File: src/rtl/xc_malu_divrem_result_pkg.sv
// Shared definitions for the MALU divide/remainder result stage.
package xc_malu_divrem_result_pkg;

  localparam int unsigned XC_XLEN = 32;

  localparam logic [XC_XLEN-1:0] XC_DIV_ZERO_Q = 32'hFFFF_FFFF;
  localparam logic [XC_XLEN-1:0] XC_INT_MIN    = 32'h8000_0000;

  typedef enum logic [1:0] {
    ST_IDLE = 2'd0,
    ST_FIX  = 2'd1,
    ST_HOLD = 2'd2
  } xc_divrem_state_e;

endpackage

File: src/rtl/xc_malu_negate.sv
// Conditional two's complement negation (modulo 2^W), purely combinational.
module xc_malu_negate #(
  parameter int unsigned W = 32
) (
  input  logic [W-1:0] a_i,
  input  logic         neg_i,
  output logic [W-1:0] y_o
);

  always_comb begin
    y_o = neg_i ? (~a_i + W'(1)) : a_i;
  end

endmodule

File: src/rtl/xc_malu_divrem_result.sv
// Result stage behind the multi-cycle divider: sign fix-up, RISC-V special
// cases, DIV/REM select, and a valid/ready hold towards writeback.
module xc_malu_divrem_result
  import xc_malu_divrem_result_pkg::*;
#(
  parameter int unsigned XLEN = XC_XLEN
) (
  input  logic            clock,
  input  logic            resetn,
  input  logic            flush,
  input  logic            div_done,
  input  logic [XLEN-1:0] div_quot,
  input  logic [XLEN-1:0] div_rem,
  input  logic [XLEN-1:0] rs1,
  input  logic [XLEN-1:0] rs2,
  input  logic            op_signed,
  input  logic            op_rem,
  output logic            div_clear,
  output logic            out_valid,
  input  logic            out_ready,
  output logic [XLEN-1:0] out_result
);

  xc_divrem_state_e state_q;
  logic             was_fix_q;
  logic [XLEN-1:0]  quot_q, rem_q, rs1_q;
  logic             zdiv_q, ovf_q, nq_q, nr_q, op_rem_q;
  logic             div_clear_q, out_valid_q;
  logic [XLEN-1:0]  out_result_q;

  logic [XLEN-1:0]  neg_in_c, neg_out_c, fix_result_c;
  logic             neg_en_c;

  // One negator shared between quotient and remainder paths.
  always_comb begin
    neg_in_c = op_rem_q ? rem_q : quot_q;
    neg_en_c = op_rem_q ? nr_q  : nq_q;
  end

  xc_malu_negate #(.W(XLEN)) u_negate (
    .a_i   (neg_in_c),
    .neg_i (neg_en_c),
    .y_o   (neg_out_c)
  );

  always_comb begin
    fix_result_c = neg_out_c;
    if (zdiv_q) begin
      fix_result_c = op_rem_q ? rs1_q : XC_DIV_ZERO_Q;
    end else if (ovf_q) begin
      fix_result_c = op_rem_q ? '0 : XC_INT_MIN;
    end
  end

  // was_fix_q survives flush so a done still high right after an aborted FIX
  // is not mistaken for a fresh result.
  always_ff @(posedge clock) begin
    if (!resetn || flush) begin
      state_q      <= ST_IDLE;
      was_fix_q    <= resetn && (state_q == ST_FIX);
      div_clear_q  <= 1'b0;
      out_valid_q  <= 1'b0;
      out_result_q <= '0;
    end else begin
      was_fix_q   <= (state_q == ST_FIX);
      div_clear_q <= 1'b0;
      case (state_q)
        ST_IDLE: begin
          if (div_done && !was_fix_q) begin
            quot_q      <= div_quot;
            rem_q       <= div_rem;
            rs1_q       <= rs1;
            zdiv_q      <= (rs2 == '0);
            ovf_q       <= op_signed && (rs1 == XC_INT_MIN) && (rs2 == XC_DIV_ZERO_Q);
            nq_q        <= op_signed && (rs1[XLEN-1] ^ rs2[XLEN-1]);
            nr_q        <= op_signed && rs1[XLEN-1];
            op_rem_q    <= op_rem;
            div_clear_q <= 1'b1;
            state_q     <= ST_FIX;
          end
        end
        ST_FIX: begin
          out_result_q <= fix_result_c;
          out_valid_q  <= 1'b1;
          state_q      <= ST_HOLD;
        end
        ST_HOLD: begin
          if (out_ready) begin
            out_valid_q <= 1'b0;
            state_q     <= ST_IDLE;
          end
        end
        default: state_q <= ST_IDLE;
      endcase
    end
  end

  assign div_clear  = div_clear_q;
  assign out_valid  = out_valid_q;
  assign out_result = out_result_q;

endmodule
File: config.mk
export PLATFORM = sky130hd
export DESIGN_NAME = xc_malu_divrem_result
export DESIGN_NICKNAME = d
export VERILOG_FILES = /design/src/rtl/xc_malu_divrem_result_pkg.sv /design/src/rtl/xc_malu_negate.sv /design/src/rtl/xc_malu_divrem_result.sv
export SDC_FILE = /design/constraint.sdc
export NUM_CORES = 1
export LEC_CHECK = 0
export CAP_MARGIN = 10
export CORE_ASPECT_RATIO = 1.25
export CORE_MARGIN = 2
export CORE_UTILIZATION = 55
export CTS_BUF_LIST = sky130_fd_sc_hd__clkbuf_8
export DETAILED_ROUTE_END_ITERATION = 8
export PLACE_DENSITY = 0.89
export SYNTH_ARGS = -nofsm -noshare
export SYNTH_HDL_FRONTEND = slang
export SYNTH_SLANG_ARGS = --single-unit
export TNS_END_PERCENT = 20
File: constraint.sdc
create_clock -name clock -period 32.9 [get_ports clock]
set_input_delay 9.87 -clock clock [delete_from_list [all_inputs] [get_ports clock]]
set_output_delay 9.87 -clock clock [all_outputs]
set_load 0.1 [all_outputs]
==> summary.md <==
| Metric | Value |
|---|---|
| Register bit total from synthesis | 138 |
| Root buffer cell | clkbuf_8 |
| Top Layer Used | met4 |
| Initial DRC count | 602 |
| Number of remaining DRC errors | 0 |
| Synth Cell Area | 0.00650 mm² |
| Worst r2r path cells | 8 |
| Number of flops mapped to enable cells by yosys | 101 |
| Post-Route WL | 18.4 mm |
| Worst Skew | 0.0120 ns |
| Worst EP arrival | 12.29 ns |
| Area Growth Syn to Fin | 34.0% |
| Syn_nets | 713 |
| Netlist cell types | 65 |
| CTS tree | done |
| Fin cells | 889 |
| P per Cell Area | 44.5 mW/mm² |
| Initial core utilization | 56.2% |
| Postcts setup bufs | 0 |
| NumNets Final | 874 |
| Hold buffer count at cts | 0 |
| YS warnings | 0 |
| # IOs | 169 |
| RePlAce Congestion | 0.878 |
| DP Area | 0.00828 mm² |
| Worst-margin pin slew | 1.16 ns |
| CP Max Fanout | 63 |
| Crit end category | flip-flop |
| Synth cell count leaders | edfxtp_1, o21ai_0, nand2_1, dfxtp_1, mux2i_1 |
| Worst Path Required | 32.97 ns |
| Hold path start | out_result[1]$_SDFFE_PN0P_ |
| Post-CTS Resized | 0 |
| Yosys top cell area share | 46.7% |
| Max-cap violations | 0 |
| Fraction of registers with async set/reset | 0% |
| WL met2 | 9.62 mm |
| Worst slew margin | 22.8% |
| Setup TNS | 0 ns |
| Drt wl/cell | 20.7 µm |
| Largest net degree at the start of global routing | 64 |
| H-tree levels | 4 |
| Drt first pass iters | 6 |
| Tcrit/Tclk final | 37.2% |
| Clk slew on worst S/H paths | 0.07 ns |
| Met3 wire length | 1.34 mm |
| Placed wire-length estimate | 13.1 mm |
| Peak supply drop | 0.0259 mV |
| Status | complete, no violations |
| Initial antenna violation count | 0 |
| Met1 Wirelength | 6.67 mm |
| Final Max Tran Viols | 0 |
| Avg Inst Size Synth | 11.3 µm² |
| Die width | 101 µm |
| Detail Route Antenna Nets | 0 |
| Gr ovfl total | 0 |
| Hold Crit Class | flip-flop to flip-flop |
| Top_reg_cell synth | edfxtp_1 |
| Setup-failing EPs final | 0 |
| Final instance area | 0.00871 mm² |
| Post-Place Cells | 857 |
| Layout cells sized above 1 | 7.32% |
| CP startpoint kind | input pin |
| WHS Endpoint | out_result[1]$_SDFFE_PN0P_ |
| Cells after synthesis | 577 |
| Core footprint | 0.0116 mm² |
| Tot GR Track Use | 28.8% |
| Die area | 0.0127 mm² |
| Clock latency on the worst-skew pair | 0.45 ns |
| Final period demand of the worst path | 12.22 ns |
| Most area-hungry cell type in the Yosys netlist | edfxtp_1 |
| Via-per-instance ratio | 6.35 |
| Final Hold Viols | 0 |
| Fill cell count | 776 |
| Sequential share of the synthesized area | 58.1% |
| Leakage | 0.00290 µW |
| Via count | 5,644 |
| Clk buf depth | 2 |
| DIE HEIGHT | 126 µm |
| Flop2flop setup slack | 29.02 ns |
| # port buffers | 168 |
| Crit Reg-Reg Startpoint | op_rem_q$_DFFE_PP_ |
| Most frequent cell after synthesis | edfxtp_1 |
| Ant diodes | 0 |
| Vias in the first global route | 5,508 |
| CTS Buf Count | 17 |
| Max Freq | 0.0818 GHz |
| Synth area leaders | edfxtp_1, dfxtp_1, o21ai_0, mux2i_1, nand2_1 |
| RSZ-0062 raised after global routing | no |
| Sink Count | 138 |
| First-pass GRT wire length | 28.0 mm |
| Setup Crit Path Kind | input pin to flip-flop |
| Reg-to-reg critical path endpoint | out_result[26]$_SDFFE_PN0P_ |
| Hold Path Depth | 2 |
| Row cnt | 44 |
==> cells by family after synthesis <==
| group | share of synthesized area, % |
|---|---|
| AO/OA/AOI/OAI | 14.1 |
| XOR/XNOR | 2.43 |
| adder cells (fa/ha/maj) | 0.192 |
| buffers and inverters | 2.35 |
| flip-flops | 58.1 |
| multiplexers | 5.68 |
| AND/OR/NAND/NOR | 17.2 |
==> power by group <==
group | internal, µW | total (µW) | switching (µW)
sequential | 192 | 195 | 3.34
clock | 83.8 | 148 | 64.4
combinational | 21.4 | 44.2 | 22.7
==> metal layers <==
metal	up-vias	track usage, %
met5	-	0
met4	0	13.6
met3	55	5.98
met2	331	49.6
met1	2679	33.9
li1	2579	-
==> layout by cell type (no fill, tap or decap), types with 4 or more instances in the layout <==
master / n
nand3_1: 16
clkbuf_8: 18
or3_1: 14
clkdlybuf4s50_1: 168
mux2i_1: 28
bufinv_16: 4
and2_1: 4
o21ai_0: 65
buf_4: 8
o31ai_1: 5
inv_1: 4
nor3b_1: 8
a31oi_1: 18
nor2b_1: 4
nand2_1: 39
nand4_1: 11
a21oi_1: 17
xnor2_1: 7
nor2_1: 23
edfxtp_1: 101
xor2_1: 11
o22ai_1: 5
nor4_1: 18
dfxtp_1: 37
o211ai_1: 4
mux2_2: 7
nor3_1: 27
or4_1: 4
nand2b_1: 5
==> stage by stage <==
stage | power, µW | worst slack [ns] | utilization (%) | hold slack, ns
after floorplan | 219 | 15.08 | - | 0.496
after global placement | 241 | 20.34 | 71.7 | 0.445
after detailed placement | 243 | 20.21 | 71.7 | 0.455
after CTS | 389 | 20.69 | 75.3 | 0.481
after global routing | 399 | 20.51 | 75.3 | 0.505
final | 388 | 20.68 | 75.3 | 0.480
==> registers in the layout, summed over array words and instances, names as in the netlist, 2 cells and up <==
register,cells
quot_q,32
state_q,2
rs1_q,32
out_result,32
rem_q,32
==> how the worst max path moves through the flow <==
stage | start | to | slack, ns | cells past startpoint
2_1_floorplan | resetn | nq_q$_DFFE_PP_ | 15.08 | 4
3_3_place_gp | resetn | quot_q[11]$_DFFE_PP_ | 20.34 | 7
3_5_place_dp | resetn | rs1_q[6]$_DFFE_PP_ | 20.21 | 7
4_1_cts | resetn | ovf_q$_DFFE_PP_ | 20.69 | 7
5_1_grt | resetn | rem_q[11]$_DFFE_PP_ | 20.51 | 7
6_report | resetn | rem_q[11]$_DFFE_PP_ | 20.68 | 7
==> critical path: stages <==
cell	delay, ns
clkdlybuf4s50_1	0.48
nor2b_1	0.14
buf_4	0.29
nand3b_1	0.19
nor3_2	0.14
buf_4	0.43
buf_4	0.68
==> layout make-up <==
class | instances | area, µm² | share of cell area (%)
clock buffers | 18 | 248 | 2.84
clock inverters | 14 | 179 | 2.05
inverters | 2 | 7.51 | 0.0862
multi-input cells | 403 | 2590 | 29.7
flip-flops and latches | 138 | 3770 | 43.3
well taps | 138 | 173 | 1.98
repair buffers | 176 | 1740 | 20.0
Power figures use the tool's default switching activity.
